$ cat src/rtl/uart_mon_pkg.sv
// Shared state encoding and command/reply byte values for the UART memory monitor.
package uart_mon_pkg;

    typedef enum logic [2:0] {
        ST_IDLE,
        ST_ADR2,
        ST_ADR1,
        ST_ADR0,
        ST_WDAT,
        ST_MEM,
        ST_TXW,
        ST_TXD
    } mon_state_e;

    localparam logic [7:0] CMD_READ  = 8'h52;
    localparam logic [7:0] CMD_WRITE = 8'h57;
    localparam logic [7:0] CMD_VER   = 8'h3F;
    localparam logic [7:0] REPLY_ACK = 8'h06;
    localparam logic [7:0] REPLY_NAK = 8'h15;

endpackage

$ cat src/rtl/uart_mon_timer.sv
// Reloadable down-counter; o_expire pulses on the COUNT-th enabled cycle after a load.
module uart_mon_timer #(
    parameter int COUNT = 1024
) (
    input  logic CLK,
    input  logic RESET_n,
    input  logic i_load,
    input  logic i_en,
    output logic o_expire
);
    localparam int W = $clog2(COUNT + 1);

    logic [W-1:0] r_cnt;

    always_ff @(posedge CLK or negedge RESET_n) begin
        if (!RESET_n)
            r_cnt <= '0;
        else if (i_load)
            r_cnt <= W'(COUNT);
        else if (i_en && r_cnt != '0)
            r_cnt <= r_cnt - W'(1);
    end

    assign o_expire = i_en && !i_load && (r_cnt == W'(1));

endmodule

$ cat src/rtl/uart_mem_monitor.sv
// UART debug bridge: decodes R/W/? byte commands, performs one RAM access, sends one reply byte.
module uart_mem_monitor
    import uart_mon_pkg::*;
#(
    parameter int         ADDR_WIDTH  = 23,
    parameter int         RX_TIMEOUT  = 1_080_000,
    parameter int         MEM_TIMEOUT = 1024,
    parameter logic [7:0] VERSION     = 8'h01
) (
    input  logic                  CLK,
    input  logic                  RESET_n,
    input  logic [7:0]            RX_DATA,
    input  logic                  RX_VALID,
    output logic [7:0]            TX_DATA,
    output logic                  TX_STROBE,
    input  logic                  TX_BUSY,
    output logic [ADDR_WIDTH-1:0] RAM_ADDR,
    output logic [7:0]            RAM_DIN,
    input  logic [7:0]            RAM_DOUT,
    output logic                  RAM_OE,
    output logic                  RAM_WE,
    input  logic                  RAM_ACK,
    output logic                  BUSY,
    output logic [7:0]            OVERRUN
);
    mon_state_e            r_state, w_state_nxt;
    logic [ADDR_WIDTH-1:0] r_addr;
    logic [7:0]            r_din, r_tx_data, r_overrun;
    logic                  r_oe, r_we, r_tx_strobe, r_is_wr, r_seen_busy;
    logic                  w_rx_load, w_mem_load, w_drop, w_rx_exp, w_mem_exp, w_rx_en;

    assign w_rx_en = (r_state == ST_ADR2) || (r_state == ST_ADR1) ||
                     (r_state == ST_ADR0) || (r_state == ST_WDAT);

    uart_mon_timer #(.COUNT(RX_TIMEOUT)) u_rx_timer (
        .CLK(CLK), .RESET_n(RESET_n), .i_load(w_rx_load), .i_en(w_rx_en), .o_expire(w_rx_exp)
    );

    uart_mon_timer #(.COUNT(MEM_TIMEOUT)) u_mem_timer (
        .CLK(CLK), .RESET_n(RESET_n), .i_load(w_mem_load), .i_en(r_state == ST_MEM),
        .o_expire(w_mem_exp)
    );

    always_ff @(posedge CLK or negedge RESET_n) begin
        if (!RESET_n) r_state <= ST_IDLE;
        else          r_state <= w_state_nxt;
    end

    // A byte arriving in the expiry cycle wins over the RX timeout.
    always_comb begin
        w_state_nxt = r_state;
        w_rx_load   = 1'b0;
        w_mem_load  = 1'b0;
        w_drop      = 1'b0;
        case (r_state)
            ST_IDLE: if (RX_VALID) begin
                if (RX_DATA == CMD_READ || RX_DATA == CMD_WRITE) begin
                    w_state_nxt = ST_ADR2;
                    w_rx_load   = 1'b1;
                end else begin
                    w_state_nxt = ST_TXW;
                end
            end
            ST_ADR2: if (RX_VALID) begin
                w_state_nxt = ST_ADR1;
                w_rx_load   = 1'b1;
            end else if (w_rx_exp) w_state_nxt = ST_IDLE;
            ST_ADR1: if (RX_VALID) begin
                w_state_nxt = ST_ADR0;
                w_rx_load   = 1'b1;
            end else if (w_rx_exp) w_state_nxt = ST_IDLE;
            ST_ADR0: if (RX_VALID) begin
                w_state_nxt = r_is_wr ? ST_WDAT : ST_MEM;
                w_rx_load   = r_is_wr;
                w_mem_load  = !r_is_wr;
            end else if (w_rx_exp) w_state_nxt = ST_IDLE;
            ST_WDAT: if (RX_VALID) begin
                w_state_nxt = ST_MEM;
                w_mem_load  = 1'b1;
            end else if (w_rx_exp) w_state_nxt = ST_IDLE;
            ST_MEM: begin
                w_drop = RX_VALID;
                if (RAM_ACK || w_mem_exp) w_state_nxt = ST_TXW;
            end
            ST_TXW: begin
                w_drop = RX_VALID;
                if (!TX_BUSY) w_state_nxt = ST_TXD;
            end
            ST_TXD: begin
                w_drop = RX_VALID;
                if (r_seen_busy && !TX_BUSY) w_state_nxt = ST_IDLE;
            end
            default: w_state_nxt = ST_IDLE;
        endcase
    end

    always_ff @(posedge CLK or negedge RESET_n) begin
        if (!RESET_n) begin
            r_addr      <= '0;
            r_din       <= '0;
            r_tx_data   <= '0;
            r_overrun   <= '0;
            r_oe        <= 1'b0;
            r_we        <= 1'b0;
            r_tx_strobe <= 1'b0;
            r_is_wr     <= 1'b0;
            r_seen_busy <= 1'b0;
        end else begin
            r_tx_strobe <= (r_state == ST_TXW) && !TX_BUSY;
            if (w_drop && r_overrun != 8'hFF)
                r_overrun <= r_overrun + 8'd1;
            case (r_state)
                ST_IDLE: if (RX_VALID) begin
                    r_is_wr   <= (RX_DATA == CMD_WRITE);
                    r_tx_data <= (RX_DATA == CMD_VER) ? VERSION : REPLY_NAK;
                end
                // Shifting bytes in leaves A2..A0 in the low 24 bits; anything above ADDR_WIDTH falls off.
                ST_ADR2, ST_ADR1: if (RX_VALID)
                    r_addr <= ADDR_WIDTH'({r_addr, RX_DATA});
                ST_ADR0: if (RX_VALID) begin
                    r_addr <= ADDR_WIDTH'({r_addr, RX_DATA});
                    r_oe   <= !r_is_wr;
                end
                ST_WDAT: if (RX_VALID) begin
                    r_din <= RX_DATA;
                    r_we  <= 1'b1;
                end
                ST_MEM: if (RAM_ACK) begin
                    r_oe      <= 1'b0;
                    r_we      <= 1'b0;
                    r_tx_data <= r_is_wr ? REPLY_ACK : RAM_DOUT;
                end else if (w_mem_exp) begin
                    r_oe      <= 1'b0;
                    r_we      <= 1'b0;
                    r_tx_data <= REPLY_NAK;
                end
                ST_TXW:  r_seen_busy <= 1'b0;
                ST_TXD:  if (TX_BUSY) r_seen_busy <= 1'b1;
                default: ;
            endcase
        end
    end

    assign TX_DATA   = r_tx_data;
    assign TX_STROBE = r_tx_strobe;
    assign RAM_ADDR  = r_addr;
    assign RAM_DIN   = r_din;
    assign RAM_OE    = r_oe;
    assign RAM_WE    = r_we;
    assign BUSY      = (r_state != ST_IDLE);
    assign OVERRUN   = r_overrun;

endmodule

$ cat config.mk
export PLATFORM = sky130hd
export DESIGN_NAME = uart_mem_monitor
export DESIGN_NICKNAME = d
export VERILOG_FILES = /design/src/rtl/uart_mon_pkg.sv /design/src/rtl/uart_mon_timer.sv /design/src/rtl/uart_mem_monitor.sv
export SDC_FILE = /design/constraint.sdc
export NUM_CORES = 1
export LEC_CHECK = 0
export CORE_UTILIZATION = 35
export CTS_CLUSTER_DIAMETER = 80
export CTS_CLUSTER_SIZE = 14
export DETAILED_ROUTE_END_ITERATION = 12
export SETUP_SLACK_MARGIN = 0.02
export SYNTH_ARGS = -nofsm -noshare
export SYNTH_HDL_FRONTEND = slang
export SYNTH_SLANG_ARGS = --single-unit
$ cat constraint.sdc
create_clock -name CLK -period 1.9 [get_ports CLK]
set_input_delay 0.19 -clock CLK [delete_from_list [all_inputs] [get_ports CLK]]
set_output_delay 0.19 -clock CLK [all_outputs]
set_load 0.05 [all_outputs]
==> metrics.md <==
| Metric | Value |
|---|---|
| HP Class | input pin to asynchronous set/reset pin |
| Layout overhead on the synthesized area | 43.4% |
| Post-route ant nets | 0 |
| Leakage power | 2.56 nW |
| Clock tree from TritonCTS | built |
| Core area | 12000 um2 |
| Post-synth ARST share | 100% |
| Top post-synthesis cells by count | dfrtp_1, nand2_1, nor2_1, mux2_2, nor3_1 |
| Layout cells sized above 1 | 30.1% |
| Worst IR Drop VDD | 1.00 mV |
| Syn Inst Count | 402 |
| Synth top area share | 50.8% |
| Vias post-DR | 3550 |
| Setup crit end kind | flip-flop |
| Vias in the first global route | 3562 |
| Global Route Usage Sum | 17.6% |
| Root Buffer | clkbuf_16 |
| Post-Route WL | 10300 um |
| Initial antenna violation count | 0 |
| Worst reg2reg startpoint | u_mem_timer.r_cnt[8] |
| Failing checks | setup timing |
| DP HPWL | 7570 um |
| PwrDens | 1850 nW/um2 |
| Flops & latches, synth | 87 |
| Initial Util | 35.8% |
| Via/cell ratio | 5.16 |
| Fmax | 525 MHz |
| Status | finished with violations |
| DRT Pass-1 Iters | 4 |
| RSZ-0062 raised after global routing | yes |
| Critical Path RT | 2130 ps |
| Unique masters post-synth | 63 |
| Yosys top cell by area | dfrtp_1 |
| Pwr Total | 11.3 mW |
| Clock latency on the worst-skew pair | 340 ps |
| Avg Cell Area, Syn | 10.7 um2 |
| Final worst-path cycle share | 100% |
| Final worst slack | -6.58 ps |
| IO Count | 72 |
| Reg2Reg Depth | 8 |
| 1st-iter DRT viols | 166 |
| CTS buffer count | 9 |
| CP Class | flip-flop to flip-flop |
| Buffers added on ports | 71 |
| Post-synthesis mux area share | 9.79% |
| Syn Nets | 428 |
| # setup viols final | 2 |
| GPL Wtd Cong | 0.832 |
| Top-count cell post-synth | dfrtp_1 |
| Diode count | 0 |
| Gr ovfl total | 0 |
| Row count | 40 |
| Worst path arrival time | 2140 ps |
| Synthesized-area fraction occupied by adder cells | 1.46% |
| NumNets Final | 562 |
| Max-slew violations | 0 |
| Chip height | 113 um |
| Wire per inst | 15.0 um |
| Synth Area in Compound Gates | 10.8% |
| Yosys synthesis warning count | 0 |
| Worst-path fanout max | 5 |
| Synth Flop Type | dfrtp_1 |
| Die width | 113 um |
| H-tree levels | 3 |
| Worst Setup Start Kind | flip-flop |
| Design area | 6140 um2 |
| Seq/Total Area, Yosys | 50.8% |
| Clk_skew | 7.53 ps |
| CTS max path bufs | 2 |
| Largest family of logic cells by synthesized area | simple AND/OR/NAND/NOR gates |
| Clk sinks | 87 |
| Final Critical Period | 1910 ps |
| Fin. Hold Viols | 0 |
| Least-Margin Pin Slew | 579 ps |
| Synth Area in Simple Gates | 19.6% |
| Die footprint | 12700 um2 |
| Dominant cells by area after synthesis | dfrtp_1, mux2_2, nand2_1 |
| Number of max-cap violations | 0 |
| R2R Setup Slk | -7 ps |
| Residual DRC | 0 |
| Post-Syn Area | 4280 um2 |
| Slew margin rel. | 61.0% |
| Largest net degree at the start of global routing | 36 |
| Placed Area | 5590 um2 |
| Worst-path clk slew | 60 ps |
| Post-synthesis xor/xnor area fraction | 4.50% |
| Number of enable flip-flop cells after synthesis | 0 |
| Reg2reg end | u_mem_timer.r_cnt[4] |
| First-pass GRT wire length | 17600 um |
==> cell type report <==
class,count,area (um2)
tap,147,184
sequential,87,2180
clock inverter,6,68.8
timing repair buffer,138,1270
fill,1057,5820
clock buffer,10,239
inverter,12,45.0
multi-input combinational,288,2150
==> metal layers <==
metal,GRT usage (%),wire length [um],share of wire [%],vias to the layer above
met5,0,0,0,-
met4,6.31,164,1.6,0
met3,4.10,535,5.2,19
met2,27.3,4710,46,83
met1,24.0,4900,48,1728
li1,-,-,-,1720
==> logic make-up (layout without fill, tap and decap cells) <==
logic type,count (synthesis),after routing
buffers and inverters,27,166
adder cells (fa/ha/maj),5,5
XOR/XNOR,22,22
AO/OA/AOI/OAI,64,64
AND/OR/NAND/NOR,160,160
flip-flops,87,87
multiplexers,37,37
==> state kept, by name (all words and copies together), names as in the netlist, 3 cells and up <==
| name | cells |
|---|---|
| RAM_DIN | 8 |
| u_rx_timer.r_cnt | 21 |
| r_state | 3 |
| TX_DATA | 8 |
| RAM_ADDR | 23 |
| u_mem_timer.r_cnt | 11 |
| OVERRUN | 8 |
==> placed cells by master (no fill, tap or decap), types with 5 or more instances in the layout <==
master,netlist,final
a21oi_1,15,14
a31oi_1,5,5
buf_4,1,61
clkbuf_16,0,9
clkdlybuf4s50_1,0,69
dfrtp_1,87,85
inv_1,12,12
mux2_2,31,31
nand2_1,39,37
nand2b_1,6,5
nand3_1,11,10
nand4_1,7,7
nor2_1,34,31
nor3_1,18,15
o21ai_0,8,6
or3_1,8,7
xnor2_1,15,15
xor2_1,7,7
==> power by group <==
part           switching, mW  internal, mW  total (mW)
combinational           3.66          2.67        6.32
clock                  0.752          1.06        1.81
sequential             0.610          2.60        3.21
total                   5.02          6.33        11.3
==> worst max path at each step <==
stage / from / to / slack, ps / depth (start not counted)
after global routing: u_mem_timer.r_cnt[0] / u_mem_timer.r_cnt[9] / -70 / 8
after CTS: u_mem_timer.r_cnt[8] / u_mem_timer.r_cnt[9] / -3 / 6
final: u_mem_timer.r_cnt[8] / u_mem_timer.r_cnt[4] / -7 / 8
after floorplan: OVERRUN[1] / OVERRUN[7] / -20 / 6
after detailed placement: u_mem_timer.r_cnt[8] / u_mem_timer.r_cnt[1] / -20 / 5
after global placement: u_mem_timer.r_cnt[7] / TX_DATA[2] / 2 / 6
==> worst max-delay path, stage by stage, from the launching register on <==
cell     delay, ps
dfrtp_1        390
buf_6          120
or4_4          510
buf_4          150
o41ai_2        200
buf_4          190
nor3_1          60
xnor2_1        130
nor2_1          50
==> repair_timing <==
item,in CTS,in global routing
hold buffers,1,0
hold endpoints to repair,32,0
pin swaps,1,16
endpoints found under the setup margin,11,62
setup buffers,1,6
resized for setup,6,37
gates cloned,0,0
==> stage by stage <==
stage	utilization [%]	hold slack (ps)	TNS, ps	instances	setup slack [ps]
floorplan	-	-106	-15.3	402	-15.3
global placement	46.7	177	0	664	2.10
detailed placement	46.7	192	-55.3	664	-22.2
CTS	49.6	381	-3.61	682	-2.80
global route	51.3	425	-453	688	-73.2
finish	51.3	348	-6.60	688	-6.58
Note: power is estimated with default switching activity, not from simulation.
